File: config.mk
export PLATFORM = sky130hd
export DESIGN_NAME = spi_slave_flat
export DESIGN_NICKNAME = d
export VERILOG_FILES = /design/src/rtl/spi_slave_if.sv /design/src/rtl/spi_slave.sv /design/src/flat_wrapper.sv
export SDC_FILE = /design/constraint.sdc
export NUM_CORES = 1
export LEC_CHECK = 0
export CORE_MARGIN = 2
export CORE_UTILIZATION = 65
export CTS_BUF_LIST = sky130_fd_sc_hd__clkbuf_2
export CTS_CLUSTER_SIZE = 8
export DETAILED_ROUTE_END_ITERATION = 16
export DONT_BUFFER_PORTS = 1
export PLACE_DENSITY_LB_ADDON = 0.12
export REMOVE_ABC_BUFFERS = 1
export SETUP_SLACK_MARGIN = 0.05
export SLEW_MARGIN = 20
export SYNTH_ARGS = -nofsm -noshare
export SYNTH_HDL_FRONTEND = slang
export SYNTH_SLANG_ARGS = --single-unit
export TNS_END_PERCENT = 100
File: constraint.sdc
create_clock -name clk -period 4.1 [get_ports clk]
set_input_delay 0.41 -clock clk [delete_from_list [all_inputs] [get_ports clk]]
set_output_delay 0.41 -clock clk [all_outputs]
set_load 0.02 [all_outputs]
File: src/rtl/spi_slave_if.sv
// rtl/spi_slave_if.sv - SPI slave bus bundle: serial pins plus RAM-side word/byte handshake
// Signals:
//   SS_n     master -> slave  slave select, active low, frames one transaction
//   MOSI     master -> slave  serial data in, MSB first
//   MISO     slave -> master  serial read data out, MSB first, registered
//   rx_data  slave -> RAM     assembled word: [9:8] command, [7:0] address/data
//   rx_valid slave -> RAM     one-cycle strobe marking rx_data valid
//   tx_data  RAM -> slave     read data byte
//   tx_valid RAM -> slave     tx_data valid strobe
interface spi_slave_if;
    logic       SS_n;
    logic       MOSI;
    logic       MISO;
    logic [9:0] rx_data;
    logic       rx_valid;
    logic [7:0] tx_data;
    logic       tx_valid;

    modport slave (
        input  SS_n, MOSI, tx_data, tx_valid,
        output MISO, rx_data, rx_valid
    );

    modport master (
        output SS_n, MOSI, tx_data, tx_valid,
        input  MISO, rx_data, rx_valid
    );
endinterface

File: src/rtl/spi_slave.sv
// rtl/spi_slave.sv - SPI slave: 10-bit command/address/data word in, 8-bit read data out
// Ports:
//   clk    system clock, all state changes on the rising edge
//   rst_n  asynchronous active-low reset
//   bus    spi_slave_if.slave (SS_n, MOSI, MISO, rx_data, rx_valid, tx_data, tx_valid)
module spi_slave (
    input  logic        clk,
    input  logic        rst_n,
    spi_slave_if.slave  bus
);
    typedef enum logic [2:0] {
        IDLE      = 3'd0,
        CHK_CMD   = 3'd1,
        WRITE     = 3'd2,
        READ_ADD  = 3'd3,
        READ_DATA = 3'd4
    } state_t;

    state_t     state, state_next;
    logic [3:0] bit_cnt;
    logic [8:0] shift_reg;
    logic       word_done;
    logic       rd_addr_received;
    logic [7:0] tx_shift;
    logic [3:0] tx_cnt;
    logic       tx_active;
    logic       tx_done;

    always_ff @(posedge clk or negedge rst_n) begin
        if (!rst_n) begin
            state <= IDLE;
        end else begin
            state <= state_next;
        end
    end

    always_comb begin
        state_next = state;
        case (state)
            IDLE: begin
                if (!bus.SS_n) state_next = CHK_CMD;
            end
            CHK_CMD: begin
                if (bus.SS_n)           state_next = IDLE;
                else if (!bus.MOSI)     state_next = WRITE;
                else if (rd_addr_received) state_next = READ_DATA;
                else                    state_next = READ_ADD;
            end
            WRITE, READ_ADD, READ_DATA: begin
                if (bus.SS_n) state_next = IDLE;
            end
            default: state_next = IDLE;
        endcase
    end

    // Datapath. Slave-select high (or sitting in IDLE) clears every per-frame
    // register, so an aborted frame leaves nothing behind except rx_data and
    // rd_addr_received, which only move on a completed word.
    always_ff @(posedge clk or negedge rst_n) begin
        if (!rst_n) begin
            bus.MISO         <= 1'b0;
            bus.rx_data      <= 10'h000;
            bus.rx_valid     <= 1'b0;
            bit_cnt          <= 4'd0;
            shift_reg        <= 9'd0;
            word_done        <= 1'b0;
            rd_addr_received <= 1'b0;
            tx_shift         <= 8'd0;
            tx_cnt           <= 4'd0;
            tx_active        <= 1'b0;
            tx_done          <= 1'b0;
        end else begin
            bus.rx_valid <= 1'b0;
            if (bus.SS_n || state == IDLE) begin
                bus.MISO  <= 1'b0;
                bit_cnt   <= 4'd0;
                shift_reg <= 9'd0;
                word_done <= 1'b0;
                tx_shift  <= 8'd0;
                tx_cnt    <= 4'd0;
                tx_active <= 1'b0;
                tx_done   <= 1'b0;
            end else if (state == CHK_CMD) begin
                // Command bit 9 seeds the shift register.
                shift_reg <= {8'd0, bus.MOSI};
                bit_cnt   <= 4'd0;
            end else if (!word_done) begin
                if (bit_cnt == 4'd8) begin
                    bus.rx_data  <= {shift_reg, bus.MOSI};
                    bus.rx_valid <= 1'b1;
                    word_done    <= 1'b1;
                    if (state == READ_ADD)  rd_addr_received <= 1'b1;
                    if (state == READ_DATA) rd_addr_received <= 1'b0;
                end else begin
                    shift_reg <= {shift_reg[7:0], bus.MOSI};
                    bit_cnt   <= bit_cnt + 4'd1;
                end
            end else if (state == READ_DATA && !tx_done) begin
                // Wait for tx_valid, then eight MISO bits, then park at 0.
                if (!tx_active) begin
                    if (bus.tx_valid) begin
                        tx_shift  <= bus.tx_data;
                        tx_cnt    <= 4'd0;
                        tx_active <= 1'b1;
                    end
                end else if (tx_cnt == 4'd8) begin
                    bus.MISO  <= 1'b0;
                    tx_active <= 1'b0;
                    tx_done   <= 1'b1;
                end else begin
                    bus.MISO <= tx_shift[7];
                    tx_shift <= {tx_shift[6:0], 1'b0};
                    tx_cnt   <= tx_cnt + 4'd1;
                end
            end
        end
    end
endmodule

File: src/flat_wrapper.sv
// flat-port wrapper written by rule: the top's interface ports become plain ports
module spi_slave_flat 
  (clk, rst_n, bus_SS_n, bus_MOSI, bus_tx_data, bus_tx_valid, bus_MISO, bus_rx_data, bus_rx_valid);
  spi_slave_if bus_i ();
  input  logic clk;
  input  logic rst_n;
  input wire logic [$bits(bus_i.SS_n)-1:0] bus_SS_n;
  input wire logic [$bits(bus_i.MOSI)-1:0] bus_MOSI;
  input wire logic [$bits(bus_i.tx_data)-1:0] bus_tx_data;
  input wire logic [$bits(bus_i.tx_valid)-1:0] bus_tx_valid;
  output wire logic [$bits(bus_i.MISO)-1:0] bus_MISO;
  output wire logic [$bits(bus_i.rx_data)-1:0] bus_rx_data;
  output wire logic [$bits(bus_i.rx_valid)-1:0] bus_rx_valid;
  assign bus_i.SS_n = bus_SS_n;
  assign bus_i.MOSI = bus_MOSI;
  assign bus_i.tx_data = bus_tx_data;
  assign bus_i.tx_valid = bus_tx_valid;
  assign bus_MISO = bus_i.MISO;
  assign bus_rx_data = bus_i.rx_data;
  assign bus_rx_valid = bus_i.rx_valid;
  spi_slave u_core (.clk(clk), .rst_n(rst_n), .bus(bus_i));
endmodule
# [Yosys cells after proc, flatten, opt, wreduce, memory -nomap -nowiden]
# Cells that the tools add are included.
# Widths: inputs -> output; s select.
[word_totals] out_inout_bits=12 mem_count=0 rom_bits=0 ram_bits=0 reg_bits=44 latchBits=0
[classes] n_eq_ne=12 shifts=0 magnitude_cmp=0 bitwise=3 add_sub_neg=2 mux=56 mul=0 div=0 reduce_logical=19
[op_table] operator="$mux 8" count=7
[op_table] operator="$mux 4" count=11
[op_table] operator="$mux 9" count=4
[op_table] operator="$mux 1" count=28
[op_table] operator="$mux 3" count=5
[op_table] operator="$reduce_and 5->1" count=3
[op_table] operator="$reduce_bool 2->1" count=5
[op_table] operator="$pmux 3 s3" count=1
[op_table] operator="$add 4x1->4 const B" count=2
[op_table] operator="$eq 4x4->1 const B" count=2
[op_table] operator="$reduce_and 4->1" count=2
[op_table] operator="$eq 3x2->1 const B" count=2
[op_table] operator="$ne 3x3->1 const B" count=2
[op_table] operator="$ne 2x2->1 const B" count=2
[op_table] operator="$reduce_and 2->1" count=2
[op_table] operator="$eq 3x1->1 const B" count=1
[op_table] operator="$eq 3x3->1 const B" count=1
[op_table] operator="$logic_not 3->1" count=1
[op_table] operator="$ne 3x1->1 const B" count=1
[op_table] operator="$not 1->1" count=3
[op_table] operator="$reduce_and 3->1" count=1
[op_table] operator="$reduce_bool 3->1" count=1
[op_table] operator="$reduce_or 3->1" count=1
[op_table] operator="$ne 2x1->1 const B" count=1
[op_table] operator="other kinds (3)" count=3

# [Depth between registers and ports, before layout]
# Gate-level depths: netlist of the first run.
[depth] ltp_word=7 mapped_depth=8

# [Worst setup path after synthesis of the first run]
# No wires, ideal clock.
[synth_path] path_kind="input -> register" start="input port bus_SS_n" end="register u_core.bus.rx_data[1]" setup_slack_ps=2462 arrival_ps=1513 path_stages=6 setup_ps=125 cell_sequence="clkbuf_1 -> or2_1 -> buf_6 -> nand2b_4 -> buf_6 -> mux2_4"
[synth_via] elab_chain_len=3
[synth_lines] item="start, declared" line="flat_wrapper.sv:7" source="input wire logic [$bits(bus_i.SS_n)-1:0] bus_SS_n;"
[synth_lines] item="$logic_or 1x1->1" line="spi_slave.sv:74" source="if (bus.SS_n || state == IDLE) begin"
[synth_lines] item="$not 1->1 (no line)"
[synth_lines] item="$reduce_and 4->1 (no line)"
[synth_lines] item="end signal, assigned" line="spi_slave.sv:89" source="bus.rx_data <= {shift_reg, bus.MOSI};"
[synth_lines] item="end, declared" line="spi_slave_if.sv:21" source="output MISO, rx_data, rx_valid"
# Every way passes these cells.
# A chain may end at the register's enable or synchronous reset.

# [Worst setup path after layout of the first run]
[layout_path] start="register u_core.tx_cnt[0]" end="register u_core.tx_shift[0]"
[layout_via] elab_chain_len=3
[layout_lines] item="start, declared" line="spi_slave.sv:25" source="logic [3:0] tx_cnt;"
[layout_lines] item="start signal, assigned" line="spi_slave.sv:113" source="tx_cnt <= tx_cnt + 4'd1;"
[layout_lines] item="$eq 4x4->1" line="spi_slave.sv:106" source="end else if (tx_cnt == 4'd8) begin"
[layout_lines] item="$ne 3x3->1 (no line)"
[layout_lines] item="$reduce_and 5->1 (no line)"
[layout_lines] item="end signal, assigned" line="spi_slave.sv:102" source="tx_shift <= bus.tx_data;"
[layout_lines] item="end signal, assigned" line="spi_slave.sv:112" source="tx_shift <= {tx_shift[6:0], 1'b0};"
[layout_lines] item="end, declared" line="spi_slave.sv:24" source="logic [7:0] tx_shift;"
# Every way passes these cells.

==> results of run 1 <==
==> synthesized netlist by cell type <==
| cell type | instances | share of area |
|---|---|---|
| a211oi_1 | 1 | 0.0037 |
| a21oi_1 | 6 | 0.015 |
| a221o_1 | 1 | 0.0049 |
| a22o_1 | 2 | 0.0085 |
| a31oi_1 | 3 | 0.0091 |
| and2_1 | 1 | 0.0030 |
| and2b_1 | 1 | 0.0037 |
| and3b_1 | 1 | 0.0043 |
| and4bb_1 | 1 | 0.0061 |
| buf_2 | 4 | 0.0098 |
| buf_6 | 3 | 0.016 |
| clkbuf_1 | 2 | 0.0037 |
| dfrtp_1 | 44 | 0.54 |
| ha_1 | 4 | 0.024 |
| inv_1 | 9 | 0.016 |
| mux2_2 | 3 | 0.016 |
| mux2_4 | 9 | 0.066 |
| mux2i_1 | 16 | 0.078 |
| nand2_1 | 5 | 0.0091 |
| nand2b_1 | 1 | 0.0030 |
| nand2b_4 | 1 | 0.0067 |
| nand3_1 | 2 | 0.0049 |
| nand3b_1 | 1 | 0.0037 |
| nand4_1 | 1 | 0.0030 |
| nand4b_1 | 2 | 0.0085 |
| nor2_1 | 19 | 0.035 |
| nor2_2 | 1 | 0.0030 |
| nor2b_1 | 2 | 0.0061 |
| nor3_1 | 3 | 0.0073 |
| nor3b_1 | 1 | 0.0037 |
| nor4_1 | 1 | 0.0030 |
| nor4b_1 | 1 | 0.0043 |
| o2111a_1 | 1 | 0.0055 |
| o211ai_1 | 1 | 0.0037 |
| o21ai_0 | 2 | 0.0049 |
| o22ai_1 | 1 | 0.0030 |
| o2bb2ai_1 | 7 | 0.030 |
| o31ai_1 | 1 | 0.0037 |
| or2_1 | 2 | 0.0061 |
| xnor2_1 | 2 | 0.0085 |
| xor2_1 | 2 | 0.0085 |
==> power breakdown <==
group / internal (mW) / switching, mW / total (mW)
Combinational: 0.0237 / 0.0397 / 0.0634
Sequential: 0.444 / 0.0150 / 0.459
Clock: 0.0413 / 0.137 / 0.179
Total: 0.509 / 0.192 / 0.702
==> worst max-delay path, stage by stage (launching register included) <==
cell      delay [ns]
dfrtp_1         0.46
inv_1           0.10
ha_1            0.18
nand4b_1        0.10
o2111a_1        0.17
nor2_1          0.58
mux2_2          0.40
==> cell families (layout without fill, tap and decap cells) <==
logic type	count (synthesis)	after routing	synth area share
fa+ha+maj	4	4	0.0244
flops	44	44	0.536
mux	28	28	0.160
compound gates	26	26	0.0914
buf+inv	18	20	0.0463
simple gates	47	47	0.124
xor+xnor	4	4	0.0171
==> layout by cell type, fill, tap and decap left out, drive strengths merged, types with 3 or more instances in the layout <==
cell type	synthesis	layout
ha	4	4
a21oi	6	6
dfrtp	44	44
mux2i	16	16
o2bb2ai	7	7
mux2	12	12
clkbuf	2	5
a31oi	3	3
clkinv	0	3
nor3	3	3
inv	9	9
nand2	5	5
nor2	20	20
==> per-layer routing <==
layer / vias to the layer above / GRT usage / routed length, µm
li1: 600 / - / -
met1: 620 / 0.267 / 1590
met2: 30 / 0.363 / 1610
met3: 4 / 0.0649 / 171
met4: 0 / 0.0825 / 44
met5: - / 0 / 0
==> per-stage QoR <==
| step | power [mW] | hold WS, ns | instances | setup slack, ns | util |
|---|---|---|---|---|---|
| after detailed placement | 0.518 | 0.115 | 206 | 2.05 | 0.676 |
| after global placement | 0.515 | 0.115 | 206 | 2.10 | 0.676 |
| after CTS | 0.708 | 0.0618 | 217 | 2.01 | 0.704 |
| after floorplan | 0.505 | 0.114 | 162 | 2.31 | - |
| after global routing | 0.737 | 0.0472 | 217 | 1.84 | 0.704 |
| final | 0.702 | 0.0817 | 217 | 2.01 | 0.704 |
==> final timing paths <==
path	startpoint	endpoint	slack, ns	cells after the start
worst max-delay path	u_core.tx_cnt[0]$_DFFE_PN0P_	u_core.tx_shift[0]$_DFFE_PN0P_	2.01	6
worst min-delay path	bus_SS_n	u_core.state[1]$_DFFE_PN0P_	0.08	1
worst max register to register	u_core.tx_cnt[0]$_DFFE_PN0P_	u_core.tx_shift[0]$_DFFE_PN0P_	2.01	6
worst min register to register	u_core.tx_shift[5]$_DFFE_PN0P_	u_core.tx_shift[5]$_DFFE_PN0P_	0.52	1
max in group asynchronous	rst_n	u_core.tx_shift[0]$_DFFE_PN0P_	3.44	2
min in group asynchronous	rst_n	u_core.bit_cnt[3]$_DFFE_PN0P_	0.42	2
==> what timing repair did <==
item                      in CTS  in global routing
hold endpoints to repair      45                  0
hold buffers                   3                  0
gates resized for setup        0                  0
setup buffers                  0                  0
==> layout make-up <==
class | instances | share of cell area
multi-input cells | 109 | 0.402
inverters | 9 | 0.0159
clock inverters | 3 | 0.00881
flip-flops and latches | 44 | 0.517
well taps | 44 | 0.0258
clock buffers | 5 | 0.0117
repair buffers | 3 | 0.0188
==> flow_metrics.env, run 1 <==
export IMPL_arrival_ns=2.38
export IMPL_syn_to_final_growth_pct=3.78
export IMPL_ir_drop_uv=163
export IMPL_yosys_warnings=0
export IMPL_grt_pass1_vias=1318
export IMPL_tns_ns=0
export IMPL_drt_first_pass_iters=5
export IMPL_gr_total_overflow=0
export IMPL_worst_pin_slew_ns=0.754
export IMPL_nets=189
export IMPL_grt_first_pass_wirelength_mm=5.84
export IMPL_grt_antenna_before_repair=0
export IMPL_ys_types=41
export IMPL_synthCells=171
export IMPL_rsz0062_at_grt="no"
export IMPL_largest_register_ff_count=10
export IMPL_critPathMaxFanout=12
export IMPL_criticalPathCategory="reg -> reg"
export IMPL_cts_root_buf="clkbuf_2"
export IMPL_start_util=0.678
export IMPL_clock_latency_ns=0.41
export IMPL_hold_path_class="in -> reg"
export IMPL_clock_path_buffers=2
export IMPL_chipWidth_um=60.2
export IMPL_syn_mean_instance_area_um2=12.0
export IMPL_p_leak_nw=1.05
export IMPL_fp_dieH_um=60.2
export IMPL_ant_nets=0
export IMPL_grtUsageTotal=0.219
export IMPL_core_um2=3030
export IMPL_regArea_um2=1100
export IMPL_fmax_mhz=478
export IMPL_clk_pin_slew_ns=0.21
export IMPL_drcViolationCount=0
export IMPL_fin_crit_sh=0.511
export IMPL_drive_above_1_share=0.133
export IMPL_synth_seq_area_share=0.536
export IMPL_dr_total_vias=1254
export IMPL_gp_routability_congestion=0.846
export IMPL_ioPinCount=25
export IMPL_cts_tree="yes"
export IMPL_start_kind="flip-flop"
export IMPL_finalHoldViolCount=0
export IMPL_port_buffers=0
export IMPL_die_area_um2=3620
export IMPL_final_max_slew_violation_count=0
export IMPL_clock_sinks=44
export IMPL_vias_per_cell=5.78
export IMPL_skew_ns=0.0361
export IMPL_placed_area_um2=2050
export IMPL_end_kind="flip-flop"
export IMPL_cp_data_required_time_ns=4.39
export IMPL_antenna_cells=0
export IMPL_drt_total_wl_mm=3.41
export IMPL_fillCellCount=216
export IMPL_stdcell_area_um2=2130
export IMPL_outcome="completed"
export IMPL_cts_htree_levels=2
export IMPL_drtIter0Drc=65
export IMPL_setup_viol_count_final=0
export IMPL_fin_crit_ns=2.09
export IMPL_multiInputGateArea_um2=857
export IMPL_p_per_area_nw_per_um2=329
export IMPL_wire_per_inst_um=15.7
export IMPL_synth_area_um2=2050
export IMPL_ys_ff_latch=44
export IMPL_hpwl_mm=2.34
export IMPL_grt_max_degree=45
export IMPL_relSlewSlack=0.496
export IMPL_rows=20
export IMPL_cts_made_buffers=5
export IMPL_max_cap_violations=0
Note: power is estimated with default switching activity, not from simulation.
==> run 2, diff against run 1 <==
- CORE_UTILIZATION: 65 -> 59
- clock period: 4.1 -> 1.7 ns (I/O delays scaled with it)
==> run 2 against run 1 <==
Net effect: utilization up 2.2 points; power rose to 2.8 times the previous value; largest power group unchanged; fmax up 29%; highest routed layer unchanged; critical endpoint is now u_core.shift_reg[0]$_DFFE_PN0P_; critical path depth up 2; sequential share of layout area down 6.1 points; die area up 9.5%; clock-buffer cell count unchanged.
==> flow_metrics.env, run 2 (synthesis results as in run 1) <==
export IMPL_stdcell_area_um2=2420
export IMPL_rows=21
export IMPL_r2r_start="u_core.bit_cnt[1]$_DFFE_PN0P_"
export IMPL_power_mw=1.94
export IMPL_grt_pass1_vias=1407
export IMPL_drtIter0Drc=96
export IMPL_finalHoldViolCount=0
export IMPL_largest_register_ff_count=10
export IMPL_worstHoldStart="bus_SS_n"
export IMPL_skew_ns=0.0201
export IMPL_drt_first_pass_iters=4
export IMPL_gr_total_overflow=0
export IMPL_relSlewSlack=0.805
export IMPL_final_max_slew_violation_count=0
export IMPL_fp_dieH_um=63.0
export IMPL_reg2reg_to="u_core.shift_reg[0]$_DFFE_PN0P_"
export IMPL_ir_drop_uv=531
export IMPL_cp_data_required_time_ns=2.06
export IMPL_hold_end="u_core.tx_done$_DFFE_PN0P_"
export IMPL_p_per_area_nw_per_um2=802
export IMPL_grt_max_degree=45
export IMPL_cts_htree_levels=2
export IMPL_clock_sinks=44
export IMPL_gp_routability_congestion=0.816
export IMPL_hpwl_mm=2.51
export IMPL_ant_nets=0
export IMPL_antenna_cells=0
export IMPL_placed_area_um2=2130
export IMPL_fin_crit_sh=0.956
export IMPL_layout_commonest_cell="dfrtp_1"
export IMPL_hold_depth=3
export IMPL_syn_to_final_growth_pct=17.9
export IMPL_cts_root_buf="clkbuf_2"
export IMPL_chipWidth_um=63.0
export IMPL_max_cap_violations=0
export IMPL_arrival_ns=1.99
export IMPL_drcViolationCount=0
export IMPL_clock_latency_ns=0.44
export IMPL_drive_above_1_share=0.240
export IMPL_fmax_mhz=615
export IMPL_cts_made_buffers=5
export IMPL_port_buffers=0
export IMPL_grt_antenna_before_repair=0
export IMPL_setup_viol_count_final=0
export IMPL_rsz0062_at_grt="yes"
export IMPL_r2r_setup_slack_ns=0.07
export IMPL_ff2ff_path_depth=8
export IMPL_setup_ws_ns=0.0741
export IMPL_dp_slack_ns=0.0730
export IMPL_p_leak_nw=1.18
export IMPL_end_kind="flip-flop"
export IMPL_start_kind="flip-flop"
export IMPL_clock_path_buffers=2
export IMPL_drt_total_wl_mm=3.95
export IMPL_core_um2=3340
export IMPL_fin_crit_ns=1.63
export IMPL_criticalPathCategory="reg -> reg"
export IMPL_start_util=0.615
export IMPL_vias_per_cell=5.60
export IMPL_worst_pin_slew_ns=0.290
export IMPL_critPathMaxFanout=6
export IMPL_die_area_um2=3970
export IMPL_cts_tree="yes"
export IMPL_outcome="completed"
export IMPL_grt_first_pass_wirelength_mm=6.79
export IMPL_dr_total_vias=1356
export IMPL_tns_ns=0
export IMPL_fin_util=0.726
export IMPL_hold_path_class="in -> reg"
export IMPL_clk_pin_slew_ns=0.24
export IMPL_ioPinCount=25
export IMPL_grtUsageTotal=0.221
export IMPL_mostFrequentLayoutCells="dfrtp_1, nor2_1, mux2i_1"
export IMPL_wire_per_inst_um=16.3
export IMPL_nets=212
-- run 2: cell count changes in the layout (fill, tap and decap cells not counted), sizes merged --
cell | before | now
buf | 1 | 14
dlygate4sd3 | 2 | 11
bufinv | 0 | 1
clkbuf | 5 | 6
clkinv | 3 | 2
-- run 2: power by group --
group          internal (mW)  switching [mW]
Sequential              1.07          0.0281
Clock                  0.254           0.362
Combinational          0.105           0.121
Total                   1.43           0.511
-- run 2: metal layers --
metal | vias up | GRT usage | wire [µm]
li1 | 652 | - | -
met1 | 663 | 0.279 | 1730
met3 | 4 | 0.0703 | 194
met5 | - | 0 | 0
met2 | 37 | 0.354 | 1970
met4 | 0 | 0.0833 | 52
-- run 2: worst max-delay path by stage --
stage | start | end | slack, ns
final | u_core.bit_cnt[1]$_DFFE_PN0P_ | u_core.shift_reg[0]$_DFFE_PN0P_ | 0.07
after global routing | u_core.bit_cnt[1]$_DFFE_PN0P_ | u_core.shift_reg[0]$_DFFE_PN0P_ | 0.01
after CTS | u_core.state[2]$_DFFE_PN0P_ | u_core.tx_cnt[0]$_DFFE_PN0P_ | 0.07
after detailed placement | u_core.bit_cnt[1]$_DFFE_PN0P_ | u_core.bus.rx_data[8]$_DFFE_PN0P_ | 0.07
after global placement | u_core.bit_cnt[1]$_DFFE_PN0P_ | u_core.shift_reg[0]$_DFFE_PN0P_ | 0.13
after floorplan | u_core.tx_active$_DFFE_PN0P_ | u_core.tx_shift[0]$_DFFE_PN0P_ | -0.09
-- run 2: stage by stage --
step / std cells / hold slack, ns
finish: 242 / 0.0314
CTS: 236 / 0.0216
global placement: 217 / -0.124
floorplan: 162 / -0.126
global route: 242 / 0.0110
detailed placement: 217 / -0.124
-- run 2: what timing repair did --
item | CTS | global route
resized for setup | 2 | 11
pin swaps | 0 | 2
cloned | 0 | 1
endpoints found under the hold margin | 60 | 1
endpoints found under the setup margin | 3 | 26
hold buffers | 11 | 1
buffers inserted | 0 | 4
-- run 2: worst max-delay path: stages (launching register included) --
cell       delay (ns)
dfrtp_1          0.45
inv_2            0.06
ha_2             0.15
nand3b_1         0.14
buf_6            0.16
and2_4           0.17
clkbuf_16        0.16
o211ai_1         0.19
o31ai_1          0.10
-- run 2: area by class of cell --
class	instances	area (µm²)
fill	256	916
clock inverter	3	47.5
inverter	9	33.8
sequential	44	1100
multi-input combinational	109	885
clock buffer	5	25.0
timing repair buffer	26	269
tap	46	57.6
